## src/rtl/dma_burst_reader_pkg.sv

```systemverilog
// Shared definitions for the DMA burst reader: memory geometry and FSM encoding.
package dma_burst_reader_pkg;

  localparam int ADDR_W    = 16;
  localparam int DATA_W    = 8;
  localparam int MEM_WORDS = 32768;

  typedef enum logic [1:0] {
    ST_IDLE,
    ST_ISSUE,
    ST_DRAIN,
    ST_DONE
  } state_t;

endpackage

```

## src/rtl/dma_burst_reader_stream_fifo.sv

```systemverilog
// Small synchronous FIFO with occupancy count; holds read data plus a last-byte tag.
module stream_fifo #(
  parameter int WIDTH = 9,
  parameter int DEPTH = 4
) (
  input  logic                       clk,
  input  logic                       RST,
  input  logic                       push,
  input  logic [WIDTH-1:0]           wdata,
  input  logic                       pop,
  output logic [WIDTH-1:0]           rdata,
  output logic                       empty,
  output logic [$clog2(DEPTH):0]     count
);

  localparam int PTR_W = $clog2(DEPTH);
  localparam int CNT_W = PTR_W + 1;

  logic [WIDTH-1:0] storage [DEPTH];
  logic [PTR_W-1:0] wptr;
  logic [PTR_W-1:0] rptr;

  // Pointers wrap naturally because DEPTH is a power of two.
  always_ff @(posedge clk) begin
    if (RST) begin
      wptr  <= '0;
      rptr  <= '0;
      count <= '0;
    end else begin
      if (push) wptr <= wptr + PTR_W'(1);
      if (pop)  rptr <= rptr + PTR_W'(1);
      case ({push, pop})
        2'b10:   count <= count + CNT_W'(1);
        2'b01:   count <= count - CNT_W'(1);
        default: count <= count;
      endcase
    end
  end

  // NOTE: the data array is deliberately not reset; occupancy is tracked by count,
  // so stale entries are never visible and the array can map onto plain RAM/flops.
  always_ff @(posedge clk) begin
    if (push) storage[wptr] <= wdata;
  end

  assign rdata = storage[rptr];
  assign empty = (count == '0);

endmodule

```

## src/rtl/dma_burst_reader.sv

```systemverilog
// Streams a contiguous block of scratch-memory bytes onto a valid/ready stream,
// throttling reads so the output FIFO can absorb every byte already requested.
module dma_burst_reader #(
  parameter int ADDR_W     = dma_burst_reader_pkg::ADDR_W,
  parameter int DATA_W     = dma_burst_reader_pkg::DATA_W,
  parameter int LEN_W      = 16,
  parameter int MEM_WORDS  = dma_burst_reader_pkg::MEM_WORDS,
  parameter int FIFO_DEPTH = 4
) (
  input  logic              clk,
  input  logic              RST,
  input  logic              start,
  input  logic [ADDR_W-1:0] base_addr,
  input  logic [LEN_W-1:0]  length,
  output logic              busy,
  output logic              done,
  output logic              err,
  output logic [ADDR_W-1:0] mem_addr,
  output logic              mem_rd,
  output logic              mem_wr,
  output logic [DATA_W-1:0] mem_wdata,
  input  logic [DATA_W-1:0] mem_rdata,
  output logic [DATA_W-1:0] out_data,
  output logic              out_valid,
  input  logic              out_ready,
  output logic              out_last
);

  import dma_burst_reader_pkg::*;

  localparam int CNT_W = $clog2(FIFO_DEPTH) + 1;

  state_t            state_q, state_d;
  logic [ADDR_W-1:0] addr_q, addr_d;
  logic [LEN_W-1:0]  left_q, left_d;
  logic              err_q, err_d;
  logic              rd_inflight_q;
  logic              last_inflight_q;
  logic [LEN_W:0]    end_addr;
  logic              range_bad;
  logic              credit;
  logic              pop;
  logic              fifo_empty;
  logic [CNT_W-1:0]  fifo_count;
  logic [DATA_W:0]   fifo_head;

  assign end_addr  = (LEN_W+1)'(base_addr) + {1'b0, length};
  assign range_bad = end_addr > (LEN_W+1)'(MEM_WORDS);

  // A read may only go out if its byte is guaranteed a FIFO slot on arrival,
  // counting the read still in flight from the previous cycle.
  assign credit = ((CNT_W+1)'(fifo_count) + (CNT_W+1)'(rd_inflight_q))
                  < (CNT_W+1)'(FIFO_DEPTH);

  // NOTE: every signal written here gets a default first, so no path can infer a latch.
  always_comb begin
    state_d = state_q;
    addr_d  = addr_q;
    left_d  = left_q;
    err_d   = 1'b0;
    mem_rd  = 1'b0;
    case (state_q)
      ST_IDLE: begin
        if (start) begin
          if (length == '0) begin
            state_d = ST_DONE;
          end else if (range_bad) begin
            err_d = 1'b1;
          end else begin
            addr_d  = base_addr;
            left_d  = length;
            state_d = ST_ISSUE;
          end
        end
      end
      ST_ISSUE: begin
        if (credit) begin
          mem_rd = 1'b1;
          addr_d = addr_q + ADDR_W'(1);
          left_d = left_q - LEN_W'(1);
          if (left_q == LEN_W'(1)) state_d = ST_DRAIN;
        end
      end
      ST_DRAIN: begin
        if (pop && out_last) state_d = ST_DONE;
      end
      ST_DONE:  state_d = ST_IDLE;
      default:  state_d = ST_IDLE;
    endcase
  end

  // NOTE: sequential state uses non-blocking assignments only, so every register
  // samples the pre-edge values regardless of statement order.
  always_ff @(posedge clk) begin
    if (RST) begin
      state_q         <= ST_IDLE;
      addr_q          <= '0;
      left_q          <= '0;
      err_q           <= 1'b0;
      rd_inflight_q   <= 1'b0;
      last_inflight_q <= 1'b0;
    end else begin
      state_q         <= state_d;
      addr_q          <= addr_d;
      left_q          <= left_d;
      err_q           <= err_d;
      rd_inflight_q   <= mem_rd;
      last_inflight_q <= mem_rd && (left_q == LEN_W'(1));
    end
  end

  // Memory data returns one cycle after the strobe, together with its last tag.
  stream_fifo #(
    .WIDTH (DATA_W + 1),
    .DEPTH (FIFO_DEPTH)
  ) u_fifo (
    .clk   (clk),
    .RST   (RST),
    .push  (rd_inflight_q),
    .wdata ({last_inflight_q, mem_rdata}),
    .pop   (pop),
    .rdata (fifo_head),
    .empty (fifo_empty),
    .count (fifo_count)
  );

  assign out_valid = !fifo_empty;
  assign out_data  = fifo_head[DATA_W-1:0];
  assign out_last  = out_valid && fifo_head[DATA_W];
  assign pop       = out_valid && out_ready;

  assign busy      = (state_q == ST_ISSUE) || (state_q == ST_DRAIN);
  assign done      = (state_q == ST_DONE);
  assign err       = err_q;
  assign mem_addr  = addr_q;
  assign mem_wr    = 1'b0;
  assign mem_wdata = '0;

endmodule

```

## config.mk

```make
export PLATFORM = sky130hd
export DESIGN_NAME = dma_burst_reader
export DESIGN_NICKNAME = d
export VERILOG_FILES = /design/src/rtl/dma_burst_reader_pkg.sv /design/src/rtl/dma_burst_reader_stream_fifo.sv /design/src/rtl/dma_burst_reader.sv
export SDC_FILE = /design/constraint.sdc
export NUM_CORES = 1
export LEC_CHECK = 0
export BUFFER_PORTS_ARGS = -buffer_cell sky130_fd_sc_hd__buf_2
export CORE_MARGIN = 2
export CORE_UTILIZATION = 40
export CTS_BUF_LIST = sky130_fd_sc_hd__clkbuf_4
export DETAILED_ROUTE_END_ITERATION = 12
export GPL_TIMING_DRIVEN = 0
export SYNTH_ARGS = -nofsm -noshare
export SYNTH_HDL_FRONTEND = slang
export SYNTH_HIERARCHICAL = 1
export SYNTH_SLANG_ARGS = --single-unit
```

## constraint.sdc

```tcl
create_clock -name clk -period 5.2 [get_ports clk]
set_clock_uncertainty 0.2 [all_clocks]
set_input_delay 0.26 -clock clk [delete_from_list [all_inputs] [get_ports clk]]
set_output_delay 0.26 -clock clk [all_outputs]
set_load 0.05 [all_outputs]
```

Yosys cells after proc, flatten, opt, wreduce, memory -nomap -nowiden
Memory sizes are Yosys's and may differ from the RTL's. A register that Yosys moved wholly into a read port is not among the register bits.
Cells that the tools add are included.
{ "totals": {"regBits": 44, "ramBits": 36, "out_inout_bits": 39, "memories": 1} }
{ "op_classes": {"add_sub_neg": 8, "n_lt_le_gt_ge": 2, "n_eq_ne": 13, "n_mux": 25, "bitwise": 2, "n_reduce_logical": 14} }
{ "mem_list": {"columns": ["memory", "words", "word_bits", "rd", "rd_ports_with_merged_regs", "wr", "line_no", "text"], "rows": [
  ["u_fifo.storage", 4, 9, 1, 1, 1, "dma_burst_reader_stream_fifo.sv:19", "logic [WIDTH-1:0] storage [DEPTH];"]
]} }
{ "op_table": {"columns": ["cell", "n"], "rows": [
  ["two-way mux 16 bit", 8],
  ["case mux 16 bit (2 select lines)", 2],
  ["adder 16 x 16 -> 17 bit", 1],
  ["greater-than comparator 17 x 16 -> 1 bit (second input constant)", 1],
  ["adder 16 x 1 -> 16 bit (second input constant)", 1],
  ["equality test 16 x 1 -> 1 bit (second input constant)", 1],
  ["logical NOT 16 bit", 1],
  ["two-way mux 2 bit", 8],
  ["subtractor 16 x 1 -> 16 bit (second input constant)", 1],
  ["!= test 2 bit (second input constant)", 6],
  ["AND reduction 5 bit", 2],
  ["case mux 2 bit (4 select lines)", 1],
  ["equality test 2 bit (second input constant)", 3],
  ["case mux 3 bit (2 select lines)", 1],
  ["two-way mux 1 bit", 5],
  ["adder 2 x 1 -> 2 bit (second input constant)", 2],
  ["adder 3 x 1 -> 4 bit", 1],
  ["equality test 2 x 1 -> 1 bit (second input constant)", 2],
  ["logical AND 1 bit", 4],
  ["less-than comparator 4 x 3 -> 1 bit (second input constant)", 1],
  ["nonzero test 2 bit", 2],
  ["OR reduction 4 bit", 1],
  ["adder 3 x 1 -> 3 bit (second input constant)", 1],
  ["logical NOT 3 bit", 1],
  ["other kinds (6)", 7]
]} }

Longest topological paths before layout
{ "depth": {"depth_word": 6, "ltp_mapped": 12, "depth_no_buf": 11} }

By module
Netlist, hierarchy kept.
{ "by_module_without_submodules": {"columns": ["mod", "n_inst", "cells_each", "area_per_inst_um2"], "rows": [
  ["dma_burst_reader", 1, 461, 3537.1],
  ["stream_fifo", 1, 93, 1727.9]
]} }

Worst setup path before layout
Ideal clock, no wire load.
{ "synth_path": {"kind": "input to register", "from": "in base_addr[0]", "to": "reg left_q[11]", "setup_time_ps": 117, "arrival_ps": 3169, "slack_ps": 1713, "path_stages": 12, "path_cell_list": "ha_1 -> fa_1 -> a211oi_4 -> o21ai_2 -> a311o_2 -> a2111oi_4 -> nor3_2 -> nor4b_4 -> a211o_2 -> buf_6 -> o21ai_1 -> a32o_1"} }
{ "synth_between": {"elab_chain_len": 4} }
{ "synth_lines": {"columns": ["item", "line_no", "text"], "rows": [
  ["start: declaration", "dma_burst_reader.sv:13", "input logic [ADDR_W-1:0] base_addr,"],
  ["adder 16 x 16 -> 17 bit", "dma_burst_reader.sv:47", "assign end_addr = (LEN_W+1)'(base_addr) + {1'b0, length};"],
  ["greater-than comparator 17 x 16 -> 1 bit", "dma_burst_reader.sv:48", "assign range_bad = end_addr > (LEN_W+1)'(MEM_WORDS);"],
  ["!= test 2 bit (no source line)", null, null],
  ["AND reduction 5 bit (no source line)", null, null],
  ["end signal: assignment", "dma_burst_reader.sv:105", "left_q <= left_d;"],
  ["end: declaration", "dma_burst_reader.sv:35", "logic [LEN_W-1:0] left_q, left_d;"]
]} }
Every way passes these cells.
A chain may end at the register's enable or synchronous reset.

Worst setup path in the final report
{ "layout_path": {"from": "in base_addr[0]", "to": "reg addr_q[8] (netlist: mem_addr[8])"} }
{ "layout_between": {"elab_chain_len": 4} }
{ "layout_lines": {"columns": ["item", "line_no", "text"], "rows": [
  ["adder 16 x 16 -> 17 bit", "dma_burst_reader.sv:47", null],
  ["greater-than comparator 17 x 16 -> 1 bit", "dma_burst_reader.sv:48", null],
  ["!= test 2 bit (no source line)", null, null],
  ["AND reduction 5 bit (no source line)", null, null],
  ["end signal: assignment", "dma_burst_reader.sv:104", "addr_q <= addr_d;"],
  ["end: declaration", "dma_burst_reader.sv:34", "logic [ADDR_W-1:0] addr_q, addr_d;"]
]} }
Every way passes these cells.

==> results.md <==
- Vias in the first global route: 4655
- Mean post-synth cell area: 9.50 µm²
- CP Capture Type: flip-flop
- Max VDD drop: 149 µV
- Hold Slack: 0.0171 ns
- Post-route cell area: 6230 µm²
- Via count: 4871
- I/O pins: 83
- Clock slew at reported path FFs: 0.15 ns
- GP Congestion: 0.934
- RSZ-0062 raised after global routing: no
- Met3 GRT Util: 4.30%
- Levels on crit path: 14
- Pin count of the biggest net entering global routing: 17
- Crit path time final: 4.16 ns
- Relative slew slack: 47.9%
- Worst min-delay path class: in2reg
- Synthesis warning total: 6
- Total Neg Setup Slack: 0 ns
- Synth area leaders: edfxtp_1 (21%), dfxtp_1 (17%), ha_1 (6.9%), a21oi_1 (4.3%), nor2_1 (4.2%)
- Post-synth EDFFs: 36
- Reg-to-reg endpoint: state_q[0]
- Antenna diodes: 0
- Fmax: 240 MHz
- Final design utilization: 48.9%
- First-pass GRT wire length: 25.1 mm
- CP endpoint: mem_addr[8]
- Initial antenna violation count: 0
- CTS HTree Levels: 3
- Dpl hpwl: 11.7 mm
- Worst path slowest cell: a211oi_4
- Seq/Total Area, Yosys: 38.0%
- Place WS: 1.15 ns
- Fin. Hold Viols: 0
- Bufs and invs on worst path: 3
- # port buffers: 72
- Period utilization: 80.0%
- Synthesized cell area: 5270 µm²
- Number of nets still failing antenna checks after routing: 0
- Grt total ovfl: 0
- Internal power: 1.15 mW
- Later-pin clock latency in the skew report: 0.45 ns
- Gr usage total: 22.8%
- Comb pwr share: 45.4%
- Sw Pwr: 943 µW
- Placed cell areas: 5870 µm²
- Most frequent cells in the layout: buf_2 (74), nor2_1 (59), dfxtp_1 (46), a21oi_1 (45), nand2_1 (40)
- Fin cells: 845
- # resized after CTS: 0
- Share of cells above drive strength 1: 22.1%
- Cells after DPL: 806
- Die Y: 119 µm
- Final worst setup slack: 1.04 ns
- DRC Markers: 0
- DR vias/cell: 5.76
- GR peak layer: met2
- Final Max Tran Viols: 0
- # rows: 41
- Worst EP arrival: 4.34 ns
- Nets@finish: 743
- DIE AREA: 14100 µm²
- Sw Share: 45.0%
- Initial DRC Count: 443
- Crit-path max FO: 10
- Core Region: 12700 µm²
- Synthesized flop and latch total: 82
- Largest delay contributor family on the critical path: compound AO/OA/AOI/OAI gates
- Clock network fraction of design power: 17.3%
- Dominant cell type by area after synthesis: edfxtp_1
- Crit path cell chain: dlygate4sd3_1, buf_2, ha_1, fa_1, a211oi_4, o21ai_2, a311o_2, mux2_2, o221ai_1, nor4_4, a211oi_4, buf_2, a21oi_1, o32ai_2
- Ys flop type: dfxtp_1
- Seq pwr share: 37.3%
- Critical path launch point type: input pin
- # setup viols final: 0
- Fraction of registers with async set/reset: 0%
- Root Driver: clkbuf_4
- Post-synthesis instance total: 554
- Reg2reg setup slack: 2.29 ns
- Routed wire length: 15.7 mm
- Static Leakage: 2.38 nW
- Die Wd: 119 µm
- MaxCap Viol Count: 0
- Kind of critical path: in2reg
- Layout area overhead: 18.3%
- CTS tree: yes
- Crit-path max cell delay: 0.56 ns
- Cell depth of the worst flop-to-flop path: 9
- Grt met1 use: 30.7%
- Power per cell area: 336 nW/µm²
- Synth top area share: 20.5%
- Initial Util: 41.4%
- Netlist cell types: 75
- Launch point of the worst path: base_addr[0]
- Clock tree buffer depth: 2
- CTS Buf Count: 9
- Status: finished clean
- GR Layer Usage met2: 36.6%
- Worst-Margin Slew: 0.782 ns
- Most common cell after layout, fill and taps aside: buf_2
- 1st-pass router iterations: 7
- DR WL/cell: 18.6 µm
- Clock Sinks: 82
- RR Startpoint: left_q[8]
- Power Total: 2.09 mW
- Worst Path Required: 5.38 ns
[timing repair]
| item | CTS | global route |
|---|---|---|
| setup buffers | 0 | 0 |
| hold buffers | 23 | 0 |
| endpoints found under the hold margin | 55 | 0 |
[area by class of cell]
type                       instances  area [µm²]
buffer                            36         195
sequential                        82        2000
multi-input combinational        419        3000
inverter                          25        93.8
timing repair buffer              95         591
tap                              172         215
clock buffer                       9        67.6
fill                            1267        6490
clock inverter                     7        58.8
[power groups by stage]
| stage | sequential, mW | combinational (mW) | clock (mW) |
|---|---|---|---|
| floorplan | 0.832 | 0.653 | 0 |
| global placement | 0.792 | 0.910 | 0 |
| detailed placement | 0.794 | 0.924 | 0 |
| CTS | 0.779 | 0.942 | 0.370 |
| global route | 0.789 | 1.04 | 0.393 |
| finish | 0.781 | 0.952 | 0.362 |
[state kept, by name (all words and copies together), names as in the netlist, named ones only]
register         cells
state_q              2
left_q              16
u_fifo/wptr          2
err                  1
mem_addr            16
u_fifo/count         3
rd_inflight_q        1
u_fifo/rptr          2
last_inflight_q      1
u_fifo/storage      36
[logic make-up (layout without fill, tap and decap cells)]
family / Yosys count / after routing / share of synthesized area, %
compound gates: 153 / 153 / 22.2
xor+xnor: 10 / 10 / 1.66
fa+ha+maj: 31 / 31 / 7.65
buf+inv: 61 / 172 / 5.49
flops: 82 / 82 / 38.0
mux: 20 / 20 / 5.96
other cells: 1 / 9 / 0.0712
simple gates: 196 / 196 / 18.9
[synthesized netlist by cell type (all sizes together), types with 4 or more instances]
cell,n
a2111oi,4
a211oi,8
a21boi,4
a21o,4
a21oi,45
a22oi,5
a31oi,4
and2,8
buf,16
clkbuf,20
dfxtp,46
edfxtp,36
ha,29
inv,25
mux2i,10
mux4,9
nand2,41
nand3,21
nand4,8
nor2,60
nor2b,4
nor3,18
nor3b,5
nor4,14
o211ai,10
o21ai,27
o32ai,12
or3,6
xnor2,4
xor2,6
[layer usage]
layer | share of wire (%) | vias up
met4 | 2.6 | 0
li1 | - | 2307
met1 | 44 | 2286
met5 | 0 | -
met3 | 7.9 | 38
met2 | 46 | 240
[worst register-to-register path, delay by kind of cell (launching register included)]
family | cells | cell delay [ns]
flops | 1 | 0.36
buf+inv | 1 | 0.16
simple gates | 4 | 1.12
compound gates | 4 | 1.00
[worst min-delay path by stage]
stage / startpoint / to / slack (ns) / cells past startpoint
2_1_floorplan: mem_rdata[0] / u_fifo/storage[0][0] / 0.16 / 0
3_3_place_gp: last_inflight_q / u_fifo/storage[0][8] / 0.26 / 0
3_5_place_dp: left_q[10] / left_q[10] / 0.28 / 2
4_1_cts: base_addr[14] / mem_addr[14] / 0.01 / 3
5_1_grt: base_addr[14] / mem_addr[14] / 0.02 / 3
6_report: base_addr[14] / mem_addr[14] / 0.02 / 3
No activity file was read; power rests on OpenSTA's default activity.
